--- config.mk ---
export PLATFORM = sky130hd
export DESIGN_NAME = nibble_serial_adder
export DESIGN_NICKNAME = d
export VERILOG_FILES = /design/src/rtl/nibble_serial_adder.sv
export SDC_FILE = /design/constraint.sdc
export NUM_CORES = 1
export LEC_CHECK = 0
export ABC_AREA = 1
export BUFFER_PORTS_ARGS = -buffer_cell sky130_fd_sc_hd__buf_2
export CAP_MARGIN = 20
export CORE_ASPECT_RATIO = 0.6
export CORE_MARGIN = 2
export CORE_UTILIZATION = 49
export CTS_CLUSTER_SIZE = 14
export DETAILED_ROUTE_END_ITERATION = 6
export PLACE_DENSITY_LB_ADDON = 0.2
export SYNTH_ARGS = -nofsm -noshare
export SYNTH_HDL_FRONTEND = slang
export SYNTH_SLANG_ARGS = --single-unit
export TNS_END_PERCENT = 10
--- constraint.sdc ---
create_clock -name clk -period 1.75 [get_ports clk]
set_input_delay 0.0875 -clock clk [delete_from_list [all_inputs] [get_ports clk]]
set_output_delay 0.0875 -clock clk [all_outputs]
set_load 0.01 [all_outputs]
--- src/rtl/nibble_serial_adder.sv ---
// nibble_serial_adder: multi-cycle WIDTH-bit adder built around one 4-bit slice.
// It handles one nibble per clock and registers the carry between nibbles.
// Operands come in and results go out through valid/ready handshakes.
// Optional feature: define NIBBLE_SERIAL_ADDER_OVERFLOW_EN to add the registered
// signed-overflow output ovf.

module Adder_4bit (
    input  logic [3:0] a,
    input  logic [3:0] b,
    input  logic       c_in,
    output logic [3:0] sum,
    output logic       c_out
);

    // Plain 4-bit ripple add; the 5-bit result splits into carry and sum
    always_comb begin
        {c_out, sum} = {1'b0, a} + {1'b0, b} + {4'b0000, c_in};
    end

endmodule

module nibble_serial_adder #(
    parameter int WIDTH = 16
) (
    input  logic             clk,
    input  logic             rst_n,
    input  logic             in_valid,
    output logic             in_ready,
    input  logic [WIDTH-1:0] a,
    input  logic [WIDTH-1:0] b,
    input  logic             c_in,
    output logic             out_valid,
    input  logic             out_ready,
    output logic [WIDTH-1:0] sum,
    output logic             c_out,
    output logic             busy
`ifdef NIBBLE_SERIAL_ADDER_OVERFLOW_EN
    ,
    output logic             ovf
`endif
);

    // WIDTH must be a multiple of 4 and at least 8, so NIB is always >= 2
    localparam int NIB = WIDTH / 4;
    localparam int CW  = (NIB > 1) ? $clog2(NIB) : 1;
    localparam logic [CW-1:0] LAST = CW'(NIB - 1);

    typedef enum logic [1:0] {
        IDLE = 2'd0,
        RUN  = 2'd1,
        DONE = 2'd2
    } state_t;

    state_t           state;
    logic [WIDTH-1:0] a_sh;
    logic [WIDTH-1:0] b_sh;
    logic [WIDTH-1:0] res;
    logic             carry;
    logic [CW-1:0]    cnt;
    logic [3:0]       nib_sum;
    logic             nib_cout;

    Adder_4bit u_slice (
        .a     (a_sh[3:0]),
        .b     (b_sh[3:0]),
        .c_in  (carry),
        .sum   (nib_sum),
        .c_out (nib_cout)
    );

    assign sum   = res;
    assign c_out = carry;

    // Control FSM plus datapath shifting; handshake outputs are registered with the state
    always_ff @(posedge clk or negedge rst_n) begin
        if (!rst_n) begin
            state     <= IDLE;
            in_ready  <= 1'b1;
            out_valid <= 1'b0;
            busy      <= 1'b0;
            a_sh      <= '0;
            b_sh      <= '0;
            res       <= '0;
            carry     <= 1'b0;
            cnt       <= '0;
        end else begin
            case (state)
                IDLE: begin
                    if (in_valid) begin
                        a_sh     <= a;
                        b_sh     <= b;
                        carry    <= c_in;
                        cnt      <= '0;
                        state    <= RUN;
                        in_ready <= 1'b0;
                        busy     <= 1'b1;
                    end
                end
                RUN: begin
                    res   <= {nib_sum, res[WIDTH-1:4]};
                    carry <= nib_cout;
                    a_sh  <= a_sh >> 4;
                    b_sh  <= b_sh >> 4;
                    cnt   <= cnt + CW'(1);
                    if (cnt == LAST) begin
                        state     <= DONE;
                        out_valid <= 1'b1;
                    end
                end
                DONE: begin
                    if (out_ready) begin
                        state     <= IDLE;
                        out_valid <= 1'b0;
                        busy      <= 1'b0;
                        in_ready  <= 1'b1;
                    end
                end
                default: begin
                    state     <= IDLE;
                    in_ready  <= 1'b1;
                    out_valid <= 1'b0;
                    busy      <= 1'b0;
                end
            endcase
        end
    end

`ifdef NIBBLE_SERIAL_ADDER_OVERFLOW_EN
    logic a_msb;
    logic b_msb;

    // Keep the operand sign bits from the handshake and form overflow on the final nibble
    always_ff @(posedge clk or negedge rst_n) begin
        if (!rst_n) begin
            a_msb <= 1'b0;
            b_msb <= 1'b0;
            ovf   <= 1'b0;
        end else begin
            if (state == IDLE && in_valid) begin
                a_msb <= a[WIDTH-1];
                b_msb <= b[WIDTH-1];
            end
            if (state == RUN && cnt == LAST) begin
                ovf <= a_msb ^ b_msb ^ nib_sum[3] ^ nib_cout;
            end
        end
    end
`endif

endmodule

Word-level counts from Yosys, hierarchy flattened --
Index checks and enable logic that the tools add are counted.
Storage, ports and cells: register bits after elaboration 56, output and inout bits 20, logic and storage cells 46
Operators by class: multiplexer cells 20, reductions and logical operators 6, eq/ne operators 6, bitwise logic cells 2, add/subtract/negate cells 3
Operator list (count):
- 16-bit one-hot mux with 2 select lines | 2
- 16-bit two-way mux | 2
- 1-bit one-hot mux with 3 select lines | 3
- 3-bit AND reduction | 3
- 2-bit two-way mux | 4
- 1-bit two-way mux | 6
- 2-bit != test, second input constant | 3
- 2-bit one-hot mux with 3 select lines | 1
- 4-bit by 4-bit adder with 5-bit output | 1
- 5-bit by 1-bit adder with 5-bit output | 1
- 2-bit == test, second input constant | 2
- 2-bit one-hot mux with 2 select lines | 1
- 2-bit by 1-bit adder with 2-bit output, second input constant | 1
- 2-bit by 1-bit == test with 1-bit output, second input constant | 1
- 2-bit logical NOT | 1
- 1-bit inverter | 2
- 1-bit one-hot mux with 2 select lines | 1
- 2-bit AND reduction | 1
- 2-bit nonzero test | 1

Depth between registers and ports, before layout --
Gate-level depths: netlist of run 1.
depth after elaboration 3, gate-level depth with buffers 8, mapped depth without buffers 6

By module --
From an unflattened synthesis of run 1, not the netlist that was laid out.
Unflattened totals: cell total of the unflattened synthesis 355, area total of the unflattened synthesis 2795.2 um^2
By module, submodules not included:
- nibble_serial_adder | cells an instance 330, seq. area each 1402.6 um^2, instances 1, area an instance 2630.0 um^2
- Adder_4bit | cells an instance 25, seq. area each 0.0 um^2, instances 1, area an instance 165.2 um^2

Worst setup path after synthesis of run 1 --
Ideal clock, no wire load.
path type flip-flop to flip-flop, start point register carry, in the netlist c_out, end point register carry, in the netlist c_out, stages on the path, launching flop included 7, required time 1627 ps, library setup time 123 ps, path slack 24 ps, clock period less this slack 1726 ps, buffers on the path 0, data arrival time 1603 ps, cells stage by stage dfrtp_1 -> fa_1 -> fa_1 -> nand2_1 -> a21oi_1 -> o21ai_0 -> nand2_1
On the way: longest elaborated chain between the ends 2
RTL lines:
- start: declaration | line 58 | logic carry;
- start signal: assignment | line 92 | carry <= c_in;
- start signal: assignment | line 101 | carry <= nib_cout;
- 5-bit by 1-bit adder with 5-bit output | line 17 | {c_out, sum} = {1'b0, a} + {1'b0, b} + {4'b0000, c_in};
- 1-bit one-hot mux with 2 select lines | line 87 | case (state)
Every way passes these cells. A chain may end at the register's enable or synchronous reset.

Worst setup path in the final report of run 1 --
Same ends and word-level chain as after synthesis.

==> results.ini, run 1 <==
[routing]
route.detailed.drc=0
drt_pass1_iterations=4
detail_route.vias_per_cell=4.72
routed_wirelength_mm=5.22
dr.first_iter.drc_count=123
vias=2093
post_drt_wl_per_cell_um=11.8
final_antenna_net_count=0

[pwr]
p_seq_frac=0.381
swShare=0.435
power_frac_comb=0.494
p_leak_nw=1.68
power_frac_clock=0.125
power_density_mw_per_mm2=1830
max-vdd-ir-drop_mv=0.805
intPower_w=0.00328
power_switching_w=0.00252

[synthesis]
synth_nets=351
seq_area_frac_synth=0.527
synth_top_area_cell=dfrtp_1
synth_top_family_by_area=simple AND/OR/NAND/NOR gates
synth.area.top_cells=dfrtp_1 (52%), nand2_1 (16%), inv_1 (4.9%)
synth-simple-area-share=0.189
synth_xor_area_frac=0
ys_ff_latch=56
yosys.area.top_type_share=0.517
postSynth.asyncResetShare=1.00
synthesis.area_mm2=0.00266
yosys_warnings=0
synth_most_common_cell=nand2_1
synthesis.instances=308
syn_avg_cell_area_um2=8.64
ys_top_cells_by_count=nand2_1 (111), dfrtp_1 (55), inv_1 (35)
synth_compound_area_frac=0.143
synth_fa_ha_area_frac=0.0339
muxShareOfSynthArea=0
yosysUniqueCellTypes=24
synth-edff-count=0
ys.flop_type=dfrtp_1

[timing]
hold_viol_final=0
finClkSkew_ns=0.0100
max_freq_mhz=605
final.setup.tns_ns=0
worst_slack_ns=0.0976
slew_violations=0
rsz0062_at_grt=false
tightest_slew_ns=0.464
slew_headroom=0.691
fin_crit_ns=1.65
setup_violations=0
period_share=0.944

[die]
ios=57
coreArea_mm2=0.00515
chipWidth_um=99.1
die_area_mm2=0.00606
rows=20
initial_core_util=0.516
die_y_um=61.1

[status]
outcome=finished, final reports clean

[setup_path]
cp_top_family=adder cells
cp_slowest_cell=fa_2
start_kind=flop
worstRegToRegCells=6
cp.depth=6
slowest_delay_ns=0.42
worstPathRequired_ns=1.95
cp_cell_sequence=fa_2 > fa_2 > nand2_1 > a21oi_1 > o21ai_0 > nand2_1
critPathKind=flop to flop
path_buf_inv=0
cp-end-kind=flop
cp.arrival_ns=1.85
cp_max_fo=2

[worst_hold_path]
min_path_type=primary input to flop
hold_path_depth=3

[final_layout]
drive_gt1_frac=0.252
final_util=0.615
fin_area_mm2=0.00317
n_antenna_cell=0
nets=419
area_growth_syn_to_layout_pct=19.0

[run]
maxCapViolCount=0

[global_route]
grt_use_total=0.188
grt_max_degree=57
antenna_found_initial=0
grt_first_pass_wirelength_mm=8.93
grt-ovfl-total=0
grt_pass1_vias=1985

[place]
place.gp.congestion=0.764
dp_hpwl_mm=3.69
numPortBuffers=56
place_ws_ns=-0.0168
postPlaceCellArea_mm2=0.00297

[cts]
cts_tree=built
path_clk_slew_ns=0.11
cts_num_sinks=56
htreeDepth=2
cts_made_buffers=5
cts_max_path_buffers=2
cts_root_buf=clkbuf_8
clock_latency_ns=0.31

[cells in the final DEF (no fill, tap or decap), drive strengths merged]
| cell type | netlist | layout |
|---|---|---|
| nor2 | 9 | 9 |
| nand2 | 113 | 113 |
| dfrtp | 55 | 55 |
| fa | 2 | 2 |
| nand3 | 6 | 6 |
| dfstp | 1 | 1 |
| buf | 12 | 66 |
| clkbuf | 2 | 5 |
| o22ai | 1 | 1 |
| o21ai | 60 | 60 |
| inv | 36 | 37 |
| clkinv | 2 | 4 |
| dlygate4sd3 | 0 | 9 |
| ha | 4 | 4 |
| a21oi | 5 | 5 |
[power groups by stage]
stage	Clock, W	Combinational [W]	Sequential [W]
after floorplan	0	0.00219	0.00228
after global placement	0	0.00277	0.00222
after detailed placement	0	0.00286	0.00224
after CTS	0.000748	0.00289	0.00221
after global routing	0.000786	0.00335	0.00227
final	0.000726	0.00287	0.00221
[stage by stage]
step           hold WS [ns]  total power (W)  instances
4_1_cts              0.0635          0.00585        442
6_report             0.0691          0.00580        443
3_5_place_dp          0.109          0.00509        425
5_1_grt              0.0805          0.00641        443
3_3_place_gp          0.113          0.00498        425
2_1_floorplan        -0.208          0.00447        308
[path summary, 6_finish.rpt]
kind	from	endpoint	slack (ns)
max reg2reg	c_out	c_out	0.1
min in group asynchronous	rst_n	sum[2]	0.28
min reg2reg	cnt[1]	cnt[1]	0.50
max in group asynchronous	rst_n	in_ready	1.19
min	in_valid	busy	0.07
max	c_out	c_out	0.1
[sequential cells by signal (all words and copies together), names as in the netlist]
register	count
in_ready	1
sum	16
b_sh	16
c_out	1
out_valid	1
a_sh	16
cnt	2
state	2
busy	1
[logic make-up (layout without fill, tap and decap cells)]
logic type	Yosys count	after routing
adder cells (fa/ha/maj)	6	6
flip-flops	56	56
AND/OR/NAND/NOR	128	128
AO/OA/AOI/OAI	66	66
buffers and inverters	52	121
[cell type report]
class                   count  area, um2
inverters                  38        155
flip-flops and latches     56       1400
clock buffers               5       68.8
repair buffers             75        458
multi-input cells         200        978
clock inverters             3       22.5
well taps                  66       82.6
fillers                   459       1990
[worst min-delay path: stages]
cell	delay, ns
buf_2	0.11
nand3_2	0.10
nand2_1	0.06
[timing repair]
| action | CTS | global route |
|---|---|---|
| gates resized for setup | 1 | 1 |
| cloned | 0 | 0 |
| endpoints found under the setup margin | 1 | 1 |
| hold buffers | 9 | 0 |
| pin swaps | 0 | 0 |
| hold endpoints to repair | 63 | 0 |
| buffers inserted | 0 | 1 |
[metal layers]
metal | track usage | part of all wire | routed length, um
met1 | 0.271 | 0.52 | 2710
met2 | 0.305 | 0.43 | 2260
met3 | 0.0420 | 0.044 | 227
met4 | 0.0313 | 0.0036 | 19
met5 | 0 | 0 | 0
(Power assumes the default switching activity.)
==> run 2: changes to the inputs <==
SETUP_SLACK_MARGIN = 0.5   (was default)
==> run 2 against run 1 <==
Against the previous run:
- design area is 11% higher
- non-clock buffer count is 19 higher
- critical path depth unchanged
- power is 23% higher
- first-iteration DRC count is 5.7% higher
- wire length increased by 26%
- fmax increased by 1.6%
- sequential power hardly changed
- clock power rose by 26%
- clock-buffer cell count increased by 2
- core utilization rose by 6.8 points
- die area is the same
- critical endpoint unchanged
==> results.ini, run 2 (synthesized netlist as in run 1, its figures left out) <==
[timing]
hold_viol_final=0
fin_hold_ws_ns=0.000248
slew_violations=0
final.setup.tns_ns=0
setup_violations=0
rsz0062_at_grt=true
slew_headroom=0.577
period_share=0.929
max_freq_mhz=615
tightest_slew_ns=0.634
fin_crit_ns=1.63
finClkSkew_ns=0.00770

[final_layout]
drive_gt1_frac=0.315
n_antenna_cell=0
final_util=0.682
area_growth_syn_to_layout_pct=32.2
layout_common_cells=nand2_1 (107), buf_2 (56), dfrtp_1 (54), inv_1 (34), o21ai_1 (26)
nets=439
mostFrequentLayoutCell=nand2_1
stdcell_count=463

[setup_path]
critPathKind=flop to flop
reg2reg_slack_ns=0.12
start_kind=flop
cp_max_fo=2
regToRegEndpoint=c_out
r2r_start=b_sh[0]
worstPathRequired_ns=1.95
cp-startpoint=b_sh[0]
cp-end-kind=flop
worstRegToRegCells=6
cp.arrival_ns=1.83

[worst_hold_path]
min_from=a[15]
hold_path_depth=3
min_path_type=primary input to flop
whs_endpoint=a_sh[15]

[place]
placed_cells=425
place.gp.congestion=0.782
dp_hpwl_mm=3.78
numPortBuffers=56

[routing]
drt_pass1_iterations=5
vias=2261
detail_route.vias_per_cell=4.88
dr.first_iter.drc_count=130
post_drt_wl_per_cell_um=14.2
route.detailed.drc=0
routed_wirelength_mm=6.57
final_antenna_net_count=0

[die]
initial_core_util=0.516
chipWidth_um=99.1
coreArea_mm2=0.00515
die_y_um=61.1
die_area_mm2=0.00606
rows=20
ios=57

[global_route]
grt_pass1_vias=1915
grt_first_pass_wirelength_mm=8.75
grt-ovfl-total=0
grt_max_degree=49
antenna_found_initial=0
grt_use_total=0.186

[cts]
cts_made_buffers=5
cts_root_buf=clkbuf_8
clock_latency_ns=0.31
cts_num_sinks=56
cts_max_path_buffers=2
htreeDepth=2
cts_tree=built
path_clk_slew_ns=0.09

[status]
outcome=finished, final reports clean

[pwr]
p_leak_nw=1.84
max-vdd-ir-drop_mv=0.742
p_total_w=0.00712
power_density_mw_per_mm2=2020

[run]
maxCapViolCount=0

## run 2: cell count changes in the layout (fill, tap and decap cells not counted), moves of 2 or more
cell,previous run,this run
buf_4,9,19
buf_6,0,5
clkbuf_16,0,4
nand2_1,111,107
nand2_2,1,4
buf_12,1,3
clkbuf_8,5,7
dlygate4sd3_1,9,7
nand2_8,0,2
o21ai_0,22,20
## run 2: power by group
group	total (W)	internal, W	switching (W)	leakage, nW
Sequential	0.00222	0.00191	0.000311	0.703
Combinational	0.00397	0.00175	0.00222	1.07
Clock	0.000918	0.000505	0.000413	0.0645
Total	0.00712	0.00417	0.00294	1.84
## run 2: final cells by class
type                            count  area (um2)
Inverter                           38         158
Multi-Input combinational cell    201        1040
Clock inverter                      1        30.0
Fill cell                         401        1640
Timing Repair Buffer               94         709
Sequential cell                    56        1400
Tap cell                           66        82.6
Clock buffer                        7        96.3
## run 2: metal layers
| layer | track usage | share of wire | up-vias |
|---|---|---|---|
| met2 | 0.292 | 0.45 | 72 |
| met3 | 0.0420 | 0.067 | 5 |
| met5 | 0 | 0 | - |
| met1 | 0.265 | 0.47 | 1037 |
| met4 | 0.0568 | 0.0073 | 0 |
| li1 | - | - | 1147 |
## run 2: worst max-delay path by stage
stage	endpoint	slack, ns
final	c_out	0.12
after global routing	c_out	0.03
after CTS	c_out	0.15
after detailed placement	c_out	0.1
after global placement	c_out	0.15
after floorplan	c_out	0.19
## run 2: repair_timing
action	CTS	global route
hold endpoints to repair	30	0
resized for setup	2	14
hold buffers	7	0
setup endpoints to repair	35	45
gates cloned	0	8
setup buffers	2	13
pin swaps	3	5
## run 2: critical path: stages (launching register included)
cell	delay, ns
dfrtp_1	0.41
fa_2	0.41
fa_2	0.36
nand2_2	0.09
a21oi_2	0.06
o21ai_1	0.12
nand2_1	0.06
## run 2: through the flow
step / setup WS, ns / instance area (um2)
floorplan: 0.188 / 2670
global placement: 0.154 / 2990
detailed placement: 0.0982 / 2990
CTS: 0.151 / 3210
global route: 0.0339 / 3520
finish: 0.124 / 3520
